`src/rtl/capture_pkg.sv`:
```
// capture_pkg: shared types and sizing for the sample capture write path.
// Holds the capture state encoding and the post-trigger count helper.
package capture_pkg;

    localparam int ADDR_W   = 12;
    localparam int SAMPLE_W = 16;

    typedef enum logic [1:0] {
        IDLE  = 2'd0,
        ARMED = 2'd1,
        POST  = 2'd2,
        DONE  = 2'd3
    } state_t;

    // Samples recorded after the trigger fill the rest of the ring.
    function automatic int post_count(int addr_w, int pre);
        return (1 << addr_w) - pre;
    endfunction

endpackage

```
`src/rtl/capture_writer_if.sv`:
```
// capture_writer_if: ADC sample input and RAM write port of the capture path.
// master drives samples and observes writes; slave is the capture writer.
interface capture_writer_if
    import capture_pkg::*;
#(
    parameter int AddrWidth = ADDR_W,
    parameter int DataWidth = SAMPLE_W
) ();

    logic [DataWidth-1:0] sample_in;
    logic                 sample_valid;
    logic                 wr_en;
    logic [AddrWidth-1:0] wr_addr;
    logic [DataWidth-1:0] wr_data;

    modport master (
        output sample_in,
        output sample_valid,
        input  wr_en,
        input  wr_addr,
        input  wr_data
    );

    modport slave (
        input  sample_in,
        input  sample_valid,
        output wr_en,
        output wr_addr,
        output wr_data
    );

endinterface

```
`src/rtl/sync_edge.sv`:
```
// sync_edge: 2-flop synchronizer followed by a rising-edge detector.
// Usable for any slow asynchronous pin (trigger, ncs, sck).
module sync_edge (
    input  logic clk,
    input  logic nreset,
    input  logic din,
    output logic rise
);

    logic s1;
    logic s2;
    logic s3;

    // Resynchronize the pin and keep one extra stage for edge detection
    always_ff @(posedge clk) begin
        if (!nreset) begin
            s1 <= 1'b0;
            s2 <= 1'b0;
            s3 <= 1'b0;
        end else begin
            s1 <= din;
            s2 <= s1;
            s3 <= s2;
        end
    end

    assign rise = s2 & ~s3;

endmodule

```
`src/rtl/capture_writer.sv`:
```
// capture_writer: streams samples into a circular RAM, stops after trigger.
// Build option LEVEL_TRIGGER_EN adds a sample-threshold trigger source.
module capture_writer
    import capture_pkg::*;
#(
    parameter int AddrWidth  = ADDR_W,
    parameter int DataWidth  = SAMPLE_W,
    parameter int PreTrigger = 1024
) (
    input  logic                 clk,
    input  logic                 nreset,
    input  logic                 arm,
    input  logic                 trigger,
`ifdef LEVEL_TRIGGER_EN
    input  logic [7:0]           level,
    input  logic                 level_en,
`endif
    capture_writer_if.slave      bus,
    output logic [AddrWidth-1:0] start_addr,
    output logic                 ready,
    output logic                 busy
);

    localparam int CntWidth = AddrWidth + 1;
    localparam logic [CntWidth-1:0] PreCnt =
        CntWidth'(PreTrigger);
    localparam logic [CntWidth-1:0] PostCnt =
        CntWidth'(post_count(AddrWidth, PreTrigger));

    state_t                state;
    logic [AddrWidth-1:0]  ptr;
    logic [CntWidth-1:0]   pre_cnt;
    logic [CntWidth-1:0]   post_cnt;
    logic [CntWidth-1:0]   post_nxt;
    logic                  pin_edge;
    logic                  trig_edge;
    logic                  accept;
    logic                  in_post;
    logic                  finish;

    sync_edge u_trig_sync (
        .clk    (clk),
        .nreset (nreset),
        .din    (trigger),
        .rise   (pin_edge)
    );

`ifdef LEVEL_TRIGGER_EN
    logic [7:0] prev_hi;
    logic [7:0] cur_hi;
    logic       level_hit;

    assign cur_hi    = bus.sample_in[DataWidth-1 -: 8];
    assign level_hit = level_en && bus.sample_valid &&
                       (cur_hi >= level) && (prev_hi < level);

    // Remember the previous valid sample's high byte for crossing detection
    always_ff @(posedge clk) begin
        if (!nreset) begin
            prev_hi <= '0;
        end else if (bus.sample_valid) begin
            prev_hi <= cur_hi;
        end
    end

    assign trig_edge = pin_edge | level_hit;
`else
    assign trig_edge = pin_edge;
`endif

    // A trigger only counts once the pre-trigger history is full
    assign accept   = (state == ARMED) && trig_edge && (pre_cnt == PreCnt);
    assign in_post  = accept || (state == POST);
    assign post_nxt = (accept ? '0 : post_cnt) +
                      CntWidth'(bus.sample_valid);
    assign finish   = in_post && bus.sample_valid && (post_nxt == PostCnt);

    // Capture FSM with registered RAM write port and status outputs
    always_ff @(posedge clk) begin
        if (!nreset) begin
            state       <= IDLE;
            ptr         <= '0;
            pre_cnt     <= '0;
            post_cnt    <= '0;
            bus.wr_en   <= 1'b0;
            bus.wr_addr <= '0;
            bus.wr_data <= '0;
            start_addr  <= '0;
            ready       <= 1'b0;
            busy        <= 1'b0;
        end else begin
            bus.wr_en <= 1'b0;
            unique case (state)
                IDLE, DONE: begin
                    if (arm) begin
                        state    <= ARMED;
                        ptr      <= '0;
                        pre_cnt  <= '0;
                        post_cnt <= '0;
                        ready    <= 1'b0;
                        busy     <= 1'b1;
                    end
                end
                ARMED, POST: begin
                    if (arm) begin
                        state    <= ARMED;
                        ptr      <= '0;
                        pre_cnt  <= '0;
                        post_cnt <= '0;
                    end else begin
                        if (bus.sample_valid) begin
                            bus.wr_en   <= 1'b1;
                            bus.wr_addr <= ptr;
                            bus.wr_data <= bus.sample_in;
                            ptr         <= ptr + AddrWidth'(1);
                        end
                        if (state == ARMED && !accept &&
                            bus.sample_valid && pre_cnt != PreCnt) begin
                            pre_cnt <= pre_cnt + CntWidth'(1);
                        end
                        if (in_post) begin
                            post_cnt <= post_nxt;
                            state    <= finish ? DONE : POST;
                        end
                        if (finish) begin
                            start_addr <= ptr + AddrWidth'(1);
                            ready      <= 1'b1;
                            busy       <= 1'b0;
                        end
                    end
                end
                default: begin
                    state <= IDLE;
                end
            endcase
        end
    end

endmodule

```
`src/flat_wrapper.sv`:
```
// flat-port wrapper written by rule: the top's interface ports become plain ports
module capture_writer_flat import capture_pkg::*;
#(
    parameter int AddrWidth  = ADDR_W,
    parameter int DataWidth  = SAMPLE_W,
    parameter int PreTrigger = 1024
)
  (clk, nreset, arm, trigger, start_addr, ready, busy, bus_sample_in, bus_sample_valid, bus_wr_en, bus_wr_addr, bus_wr_data);
  capture_writer_if #(.AddrWidth(AddrWidth), .DataWidth(DataWidth)) bus_i ();
  input  logic clk;
  input  logic nreset;
  input  logic arm;
  input  logic trigger;
  output logic [AddrWidth-1:0] start_addr;
  output logic ready;
  output logic busy;
  input wire logic [$bits(bus_i.sample_in)-1:0] bus_sample_in;
  input wire logic [$bits(bus_i.sample_valid)-1:0] bus_sample_valid;
  output wire logic [$bits(bus_i.wr_en)-1:0] bus_wr_en;
  output wire logic [$bits(bus_i.wr_addr)-1:0] bus_wr_addr;
  output wire logic [$bits(bus_i.wr_data)-1:0] bus_wr_data;
  assign bus_i.sample_in = bus_sample_in;
  assign bus_i.sample_valid = bus_sample_valid;
  assign bus_wr_en = bus_i.wr_en;
  assign bus_wr_addr = bus_i.wr_addr;
  assign bus_wr_data = bus_i.wr_data;
  capture_writer #(.AddrWidth(AddrWidth), .DataWidth(DataWidth), .PreTrigger(PreTrigger)) u_core (.clk(clk), .nreset(nreset), .arm(arm), .trigger(trigger), .bus(bus_i), .start_addr(start_addr), .ready(ready), .busy(busy));
endmodule
```
`config.mk`:
```
export PLATFORM = sky130hd
export DESIGN_NAME = capture_writer_flat
export DESIGN_NICKNAME = d
export VERILOG_FILES = /design/src/rtl/capture_pkg.sv /design/src/rtl/capture_writer_if.sv /design/src/rtl/sync_edge.sv /design/src/rtl/capture_writer.sv /design/src/flat_wrapper.sv
export SDC_FILE = /design/constraint.sdc
export NUM_CORES = 1
export LEC_CHECK = 0
export BUFFER_PORTS_ARGS = -buffer_cell sky130_fd_sc_hd__buf_2
export CAP_MARGIN = 0
export CORE_MARGIN = 2
export CORE_UTILIZATION = 32
export DETAILED_ROUTE_END_ITERATION = 7
export PLACE_DENSITY = 0.5
export SETUP_SLACK_MARGIN = 0.02
export SLEW_MARGIN = 20
export SYNTH_ARGS = -nofsm -noshare
export SYNTH_HDL_FRONTEND = slang
export SYNTH_SLANG_ARGS = --single-unit
```
`constraint.sdc`:
```
create_clock -name clk -period 5.1 [get_ports clk]
set_clock_uncertainty 0.05 [all_clocks]
set_input_delay 0 -clock clk [delete_from_list [all_inputs] [get_ports clk]]
set_output_delay 0 -clock clk [all_outputs]
set_load 0.05 [all_outputs]
```
## Word level (Yosys, flattened, before mapping)

Index checks and enable logic that the tools add are counted.

| storage, ports and cells | value |
|---|---|
| register bits after elaboration | 86 |
| word-level logic and storage cells | 78 |

| cells by class | value |
|---|---|
| equal/unequal tests | 12 |
| multiplexer cells | 26 |
| bitwise operators | 5 |
| reductions and logical operators | 19 |
| add/subtract/negate cells | 3 |

Operators with widths:

| kind | number |
|---|---|
| $mux W13 | 6 |
| $pmux W13 S2 | 2 |
| $mux W12 | 3 |
| $pmux W12 S2 | 1 |
| $add A13 B1 Y13 | 1 |
| $add A13 B1 Y13 const B | 1 |
| $eq A13 B11 Y1 const B | 1 |
| $eq A13 B12 Y1 const B | 1 |
| $ne A13 B11 Y1 const B | 1 |
| $add A12 B1 Y12 const B | 1 |
| $reduce_and A3 Y1 | 3 |
| $mux W1 | 8 |
| $logic_and A1 B1 Y1 | 7 |
| $mux W2 | 3 |
| $ne A3 B2 Y1 const B | 2 |
| $reduce_and A2 Y1 | 3 |
| $eq A2 B2 Y1 const B | 2 |
| $ne A2 B2 Y1 const B | 2 |
| $not A1 Y1 | 4 |
| $pmux W1 S2 | 2 |
| $pmux W2 S2 | 1 |
| $reduce_or A2 Y1 | 2 |
| $ne A3 B3 Y1 const B | 1 |
| $reduce_or A3 Y1 | 1 |
| other kinds (6) | 6 |

## Logic depth before layout (Yosys ltp)

Gate-level depths: netlist of run 1.

| depth | value |
|---|---|
| depth after elaboration | 12 |
| mapped depth | 15 |

## Cells and area by module

A second synthesis of run 1 with hierarchy kept.

| second synthesis, totals | value |
|---|---|
| cell total of the unflattened synthesis | 455 |
| area total of the unflattened synthesis | 3832.4 um^2 |

Modules (own cells, without submodules):

| module | sequential area each (um^2) | area an instance (um^2) | cells an instance | instances |
|---|---|---|---|---|
| capture_writer | 1661.6 | 3739.8 | 448 | 1 |
| sync_edge | 60.1 | 92.6 | 7 | 1 |

## Worst setup path after synthesis of run 1

No wires, ideal clock.

| path | value |
|---|---|
| kind | reg-to-reg |
| start point | reg u_core.pre_cnt[0] |
| end point | reg u_core.start_addr[10] |
| arrival | 3.560 ns |
| buffers on the path | 3 |
| stages on the path, launching flop included | 16 |
| library setup time | 0.119 ns |
| period minus slack after synthesis | 3.729 ns |
| slack | 1.371 ns |
| cell sequence | dfxtp_1 > inv_1 > ha_1 > or4b_4 > nor4_4 > clkbuf_1 > nor2b_1 > ha_1 > and4_1 > and2_0 > clkbuf_1 > mux2_2 > o31ai_2 > nand4_4 > buf_12 > mux2i_1 |

| on the way | value |
|---|---|
| word-level cells in the longest chain between the ends | 7 |

RTL lines:

| element | RTL line | RTL |
|---|---|---|
| start: declaration | capture_writer.sv:32 | `logic [CntWidth-1:0] pre_cnt;` |
| start signal: assignment | capture_writer.sv:119 | `pre_cnt <= pre_cnt + CntWidth'(1);` |
| $eq A13 B11 Y1 (*) | capture_writer.sv:72 | `assign accept = (state == ARMED) && trig_edge && (pre_cnt == PreCnt);` |
| $logic_and A1 B1 Y1 (*) | capture_writer.sv:72 |  |
| $mux W13 | capture_writer.sv:74 | `assign post_nxt = (accept ? '0 : post_cnt) +` |
| $add A13 B1 Y13 | capture_writer.sv:74 |  |
| $eq A13 B12 Y1 | capture_writer.sv:76 | `assign finish = in_post && bus.sample_valid && (post_nxt == PostCnt);` |
| $logic_and A1 B1 Y1 (*) | capture_writer.sv:76 |  |
| $reduce_and A3 Y1 (no line) (*) | n/a |  |
| end signal: assignment | capture_writer.sv:126 | `start_addr <= ptr + AddrWidth'(1);` |
| end: declaration | capture_writer.sv:19 | `output logic [AddrWidth-1:0] start_addr,` |

Mark *: on every way between the ends. The rest lies on a longest branch, timed or not.
A chain may end at the register's enable or synchronous reset.

## Worst setup path in the final report of run 1

| path | value |
|---|---|
| start point | reg u_core.pre_cnt[0] |
| end point | reg u_core.busy |

| on the way | value |
|---|---|
| word-level cells in the longest chain between the ends | 8 |

RTL lines:

| element | RTL line | RTL |
|---|---|---|
| $eq A13 B11 Y1 (*) | capture_writer.sv:72 |  |
| $logic_and A1 B1 Y1 (*) | capture_writer.sv:72 |  |
| $mux W13 | capture_writer.sv:74 |  |
| $add A13 B1 Y13 | capture_writer.sv:74 |  |
| $eq A13 B12 Y1 | capture_writer.sv:76 |  |
| $logic_and A1 B1 Y1 (*) | capture_writer.sv:76 |  |
| $ne A2 B1 Y1 (no line) (*) | n/a |  |
| $reduce_and A3 Y1 (no line) (*) | n/a |  |
| end signal: assignment | capture_writer.sv:90 | `busy <= 1'b0;` |
| end signal: assignment | capture_writer.sv:101 | `busy <= 1'b1;` |
| end signal: assignment | capture_writer.sv:128 | `busy <= 1'b0;` |
| end: declaration | capture_writer.sv:21 | `output logic busy` |

Marked as above.

==> results of run 1 <==
[kinds of logic (layout without fill, tap and decap cells)]
group                    after synthesis  count (layout)  share of synthesized area (%)
flip-flops                            86              86                           42.0
buffers and inverters                 41             105                           4.24
AND/OR/NAND/NOR                      218             218                           26.4
AO/OA/AOI/OAI                         91              91                           14.7
XOR/XNOR                              32              32                           6.84
adder cells (fa/ha/maj)                7               7                           2.14
multiplexers                          15              15                           3.69
[cell type report]
class                      count  area share, %
multi-input combinational    363           44.5
sequential                    86           34.6
inverter                       8          0.603
clock inverter                 4          0.905
timing repair buffer          81           9.91
clock buffer                  12           5.15
tap                          172           4.32
[registers in the layout, summed over array words and instances (netlist names)]
name / flops
u_core.bus.wr_addr: 12
u_core.busy: 1
u_core.bus.wr_data: 16
u_core.ready: 1
u_core.pre_cnt: 13
u_core.ptr: 12
u_core.u_trig_sync.s2: 1
u_core.u_trig_sync.s3: 1
u_core.post_cnt: 13
u_core.start_addr: 12
u_core.state: 2
u_core.u_trig_sync.s1: 1
u_core.bus.wr_en: 1
[cells in the mapped netlist (4+ instances only)]
master    instances  area [µm²]
nand2_1          99         372
dfxtp_1          86        1720
nor2_1           37         139
a21boi_0         30         225
clkbuf_1         29         109
a21oi_1          26         130
o21ai_0          18        90.1
xor2_1           18         158
mux2i_1          14         140
xnor2_1          14         123
and3_1           10        62.6
nand3_1          10        50.1
or3_1            10        62.6
inv_1             8        30.0
nand4_1           8        50.1
nor3_1            8        40.0
ha_1              7        87.6
nand2b_1          6        37.5
nor2b_1           5        31.3
a31oi_1           4        25.0
[metrics by stage]
step | power [mW] | area, µm²
2_1_floorplan | 0.743 | 4100
3_3_place_gp | 0.765 | 4500
3_5_place_dp | 0.765 | 4500
4_1_cts | 1.46 | 4970
5_1_grt | 1.49 | 4980
6_report | 1.43 | 4980
[power by group]
group | switching (mW) | internal, mW | total, mW
clock network | 0.266 | 0.404 | 0.670
logic | 0.0505 | 0.0282 | 0.0787
registers | 0.00334 | 0.678 | 0.681
total | 0.320 | 1.11 | 1.43
[worst max-delay path, cell delays in order (launching register included)]
cell	delay (ns)
dfxtp_1	0.34
inv_1	0.07
ha_1	0.13
or4b_4	0.50
nor4_4	0.27
buf_4	0.25
nor2b_1	0.07
ha_1	0.22
ha_1	0.30
nor2_1	0.11
nand3_1	0.08
a2111oi_0	0.43
o2111a_1	0.36
nand4_4	0.30
and3b_2	0.34
[layer usage]
layer | up-vias | routed length, µm
li1 | 1785 | -
met1 | 1603 | 4560
met2 | 82 | 4160
met3 | 14 | 542
met4 | 0 | 200
met5 | - | 0
[path summary, 6_finish.rpt]
kind,cells past startpoint,end,slack (ns)
max,14,u_core.busy,1.18
min,3,u_core.state[0],0.06
max reg2reg,14,u_core.busy,1.18
min reg2reg,1,u_core.u_trig_sync.s2,0.40
[repair_timing]
item / in CTS / in global routing
hold buffers: 17 / 0
hold endpoints to repair: 17 / 0
setup endpoints to repair: 0 / 0
==> flow_summary.yaml, run 1 <==
status:
  status: "finished, final reports clean"
finish:
  layout-drive-gt1-share_pct: 17.5
  final_util_pct: 39.6
  area_delta_synth_final_pct: 21.4
  layout_commonest_cell: "nand2_1"
  layout.nets: 577
  diodes: 0
  fin_cells: 726
  final_cell_mix: "99 x nand2_1, 86 x dfxtp_1, 63 x buf_2"
  n_fill_cell: 1285
  regArea_mm2: 0.00172
  multi_input_area_mm2: 0.00221
drt:
  wl_per_cell_um: 13.0
  first_pass_iters: 4
  drc: 0
  via_count: 3484
  drtIter0Drc: 275
  antenna_left: 0
  vias_per_cell: 4.80
  routed_wl_um: 9460
cts:
  post-cts-setup-buffer-count: 0
  clock_sinks: 86
  h-tree-depth: 3
  path_clk_slew_ns: 0.06
  cts_tree: "built"
  cts-buffers-inserted: 9
  clkLatencyLatePin_ns: 0.35
  cts_resized: 0
  cts-root-buf: "clkbuf_16"
  cts_buffer_depth: 2
synthesis:
  synth_seq_cells: 86
  synth_nets: 518
  synth_edf_count: 0
  async_flop_share_pct: 0
  synth_cell_types: 51
  synth_cells: 490
  yosysWarnings: 0
  ys.flop_type: "dfxtp_1"
  ys_seq_area_share_pct: 42.0
  syn_area_per_cell_um2: 8.36
  synth_area_mm2: 0.00410
global_route:
  grt_most_used_layer: "met2"
  grt_use_total_pct: 14.7
  grt.overflow.total: 0
  grt_max_degree: 60
  use_met2_pct: 22.4
  antenna_found_initial: 0
  grt.met3_usage_pct: 5.10
  grt_pass1_wl_um: 15700
  met1_usage_pct: 18.7
  grt_pass1_vias: 3312
hold_path:
  hp-class: "in2reg"
  worstHoldStart: "arm"
run:
  drv_cap: 0
floorplan:
  start_util_pct: 32.6
  die_h_um: 117
  die_x_um: 117
  io_pins: 64
  fp.coreArea_mm2: 0.0126
  core.rowCount: 41
  die-area_mm2: 0.0137
sta:
  rsz0062_at_grt: "no"
  fin_hold_ws_ns: 0.0612
  fin_crit_sh_pct: 76.8
  layout_min_cycle_time_ns: 3.92
  fmax_mhz: 255
  hold_violations: 0
  finalSetupViolations: 0
  setup_tns_ns: 0
  fin_ws_ns: 1.18
  tightest_slew_ns: 0.920
  relSlewSlack_pct: 38.7
  final_max_slew_viol_count: 0
placement:
  preCtsSetupSlack_ns: 1.15
  place.detailed.hpwl_um: 6270
  place_inst: 693
  io_buffers: 63
  gp_congestion: 0.816
worst_setup_path:
  worstSetupPathType: "reg2reg"
  endpoint_kind: "flip-flop"
  crit_start: "u_core.pre_cnt[0]"
  cp_max_fo: 16
  cp.arrival_ns: 4.10
  worstReg2RegStart: "u_core.pre_cnt[0]"
  cp-start-kind: "flip-flop"
  cp.required_ns: 5.29
pwr:
  total_leakage_power_nw: 1.92
  peakVddDrop_mv: 0.176
  powerDensity_mw_per_mm2: 287
Note: power is estimated with default switching activity, not from simulation.
==> inputs of run 2 (changes only) <==
Settings changed: ABC_AREA set to 1.
Clock period 5.1 ns to 3.9 ns, I/O delays scaled along.
==> run 2 against run 1 <==
Wire length is 3.4% higher. Synthesized area is 2.6% lower. First-iteration DRC count is 64% lower. Sequential power is 33% higher. Utilization is 1.1 points higher. Clock-buffer cell count stayed put. Flip-flop and latch count stayed put. Cell count is 14% higher. Via count is 7.1% higher. Synthesized cell count is 17% higher. Die area is 2.5% lower. Total power is 32% higher. Largest power group unchanged.
==> flow_summary.yaml, run 2 <==
status:
  status: "finished, final reports clean"
hold_path:
  worstHoldStart: "bus_sample_valid"
  min_path_cells: 3
  hp-class: "in2reg"
  min_to: "u_core.bus.wr_en"
synthesis:
  yosysMostFrequentCell: "nand2_1"
  synth_cell_types: 35
  ys_seq_area_share_pct: 43.1
  synth_common_cells: "128 x nand2_1, 86 x dfxtp_1, 86 x nor2_1"
  async_flop_share_pct: 0
  ys.flop_type: "dfxtp_1"
  synth_top_area_share_pct: 43.1
  synth.area.top_cells: "dfxtp_1 43%, nand2_1 12%, nor2_1 8.1%"
  synth_area_leader_cell: "dfxtp_1"
  synth_nets: 601
  synth_seq_cells: 86
  yosysWarnings: 0
  synth_edf_count: 0
  synth_cells: 573
  syn_area_per_cell_um2: 6.97
  synth_area_mm2: 0.00399
sta:
  layout_min_cycle_time_ns: 3.38
  setup_tns_ns: 0
  tightest_slew_ns: 0.523
  relSlewSlack_pct: 65.1
  rsz0062_at_grt: "no"
  final_max_slew_viol_count: 0
  fin_crit_sh_pct: 86.8
  fmax_mhz: 295
  finalSetupViolations: 0
  hold_violations: 0
run:
  drv_cap: 0
global_route:
  grt.overflow.total: 0
  grt_pass1_vias: 3569
  grt_pass1_wl_um: 16500
  grt_use_total_pct: 15.7
  grt_max_degree: 50
  antenna_found_initial: 0
floorplan:
  die_h_um: 116
  die-area_mm2: 0.0134
  fp.coreArea_mm2: 0.0121
  start_util_pct: 33.0
  core.rowCount: 40
  die_x_um: 116
  io_pins: 64
cts:
  h-tree-depth: 3
  path_clk_slew_ns: 0.06
  cts_buffer_depth: 2
  cts-root-buf: "clkbuf_16"
  clock_sinks: 86
  clkLatencyLatePin_ns: 0.34
  cts_tree: "built"
  cts-buffers-inserted: 9
drt:
  wl_met2_um: 4640
  drc: 0
  antenna_left: 0
  via_count: 3733
  routed_wl_um: 9780
  first_pass_iters: 4
  drtIter0Drc: 98
  vias_per_cell: 4.52
  wl_per_cell_um: 11.9
  met1Wirelength_um: 4560
  dr_wl_met3_um: 390
  routed.top_layer: "met4"
worst_setup_path:
  cpPeakStageDelay_ns: 0.38
  crit_slowest_cell: "nor2_1"
  crit_chain: "inv_1 -> ha_1 -> and3_1 -> nand3_4 -> nand2_1 -> inv_1 -> ha_1 -> ha_1 -> nand2_1 -> inv_1 -> nand3_1 -> nor2_1 -> nand2_1 -> nand2_1 -> nand2_1 -> nor2_1 -> nand2_1 -> nor2_1 -> nand4_1 -> nand2_1 -> nor2_1"
  r2r_cells: 21
  cp-start-kind: "flip-flop"
  cp.arrival_ns: 3.58
  worstReg2RegStart: "u_core.state[1]"
  regToRegSetupSlack_ns: 0.52
  worstSetupPathType: "reg2reg"
  critPathMostFrequentCell: "nand2_1"
  endpoint_kind: "flip-flop"
  r2r_end: "u_core.start_addr[8]"
  cp_max_fo: 25
  cp.required_ns: 4.09
pwr:
  peakVddDrop_mv: 0.190
  total_leakage_power_nw: 2.35
  powerDensity_mw_per_mm2: 384
  p_total_mw: 1.89
finish:
  n_fill_cell: 1301
  diodes: 0
  final_util_pct: 40.7
  area_delta_synth_final_pct: 23.5
  regMostFlops: "u_core.bus.wr_data"
  layout.nets: 680
  largestRegisters: "u_core.bus.wr_data (16), u_core.post_cnt (13), u_core.pre_cnt (13)"
  largest_register_ffs: 16
  final_cell_mix: "128 x nand2_1, 86 x dfxtp_1, 85 x nor2_1"
  fin_cells: 825
  layout_commonest_cell: "nand2_1"
  layout-drive-gt1-share_pct: 14.9
placement:
  io_buffers: 63
  place.detailed.hpwl_um: 6870
  place_inst: 791
  gp_congestion: 0.865
==> run 2: metrics by stage <==
stage	worst slack, ns	area, µm²	hold WS (ns)
after floorplan	1.03	3990	0.0476
after global placement	0.637	4450	0.173
after detailed placement	0.552	4450	0.180
after CTS	0.530	4930	0.00922
after global routing	0.0240	4930	0.0520
final	0.516	4930	0.00868
==> run 2: worst max-delay path: cells and delay by family, from the launching register on <==
family,cells,cell delay (ns)
buffers and inverters,3,0.16
AND/OR/NAND/NOR,15,2.21
adder cells (fa/ha/maj),3,0.54
flip-flops,1,0.33
==> run 2: cell type report <==
| type | count | area (µm²) | share of cell area (%) |
|---|---|---|---|
| clock buffers | 12 | 267 | 5.40 |
| repair buffers | 84 | 518 | 10.5 |
| flip-flops and latches | 86 | 1720 | 34.9 |
| well taps | 168 | 210 | 4.26 |
| multi-input cells | 385 | 1860 | 37.8 |
| clock inverters | 4 | 30.0 | 0.609 |
| inverters | 86 | 323 | 6.55 |
==> run 2: report_power, final <==
group / leakage [nW] / switching [mW] / internal [mW] / total [mW]
clock: 0.145 / 0.356 / 0.485 / 0.840
sequential: 0.696 / 0.00760 / 0.895 / 0.903
combinational: 1.51 / 0.105 / 0.0437 / 0.149
==> run 2: layer usage <==
layer,up-vias,global-route usage [%]
li1,1988,-
met3,12,3.56
met2,57,27.0
met4,0,6.59
met1,1676,18.9
met5,-,0
==> run 2: timing repair <==
item	4_1_cts	5_1_grt
gates resized for setup	0	0
setup endpoints to repair	0	0
hold endpoints to repair	19	0
hold buffers	18	0
buffers inserted	0	0
==> run 2: cells by family (layout without fill, tap and decap cells) <==
family | count (synthesis) | count (layout) | share of synthesized area, %
xor+xnor | 7 | 7 | 1.54
simple gates | 278 | 278 | 30.3
fa+ha+maj | 7 | 7 | 2.19
compound gates | 93 | 93 | 12.5
flops | 86 | 86 | 43.1
buf+inv | 102 | 186 | 10.3
==> run 2: worst max-delay path by stage <==
| stage | from | endpoint | slack (ns) |
|---|---|---|---|
| floorplan | u_core.pre_cnt[0] | u_core.start_addr[1] | 1.03 |
| global placement | u_core.state[1] | u_core.start_addr[9] | 0.64 |
| detailed placement | u_core.pre_cnt[0] | u_core.start_addr[8] | 0.55 |
| CTS | u_core.state[1] | u_core.start_addr[8] | 0.53 |
| global route | u_core.pre_cnt[0] | u_core.start_addr[10] | 0.02 |
| finish | u_core.state[1] | u_core.start_addr[8] | 0.52 |
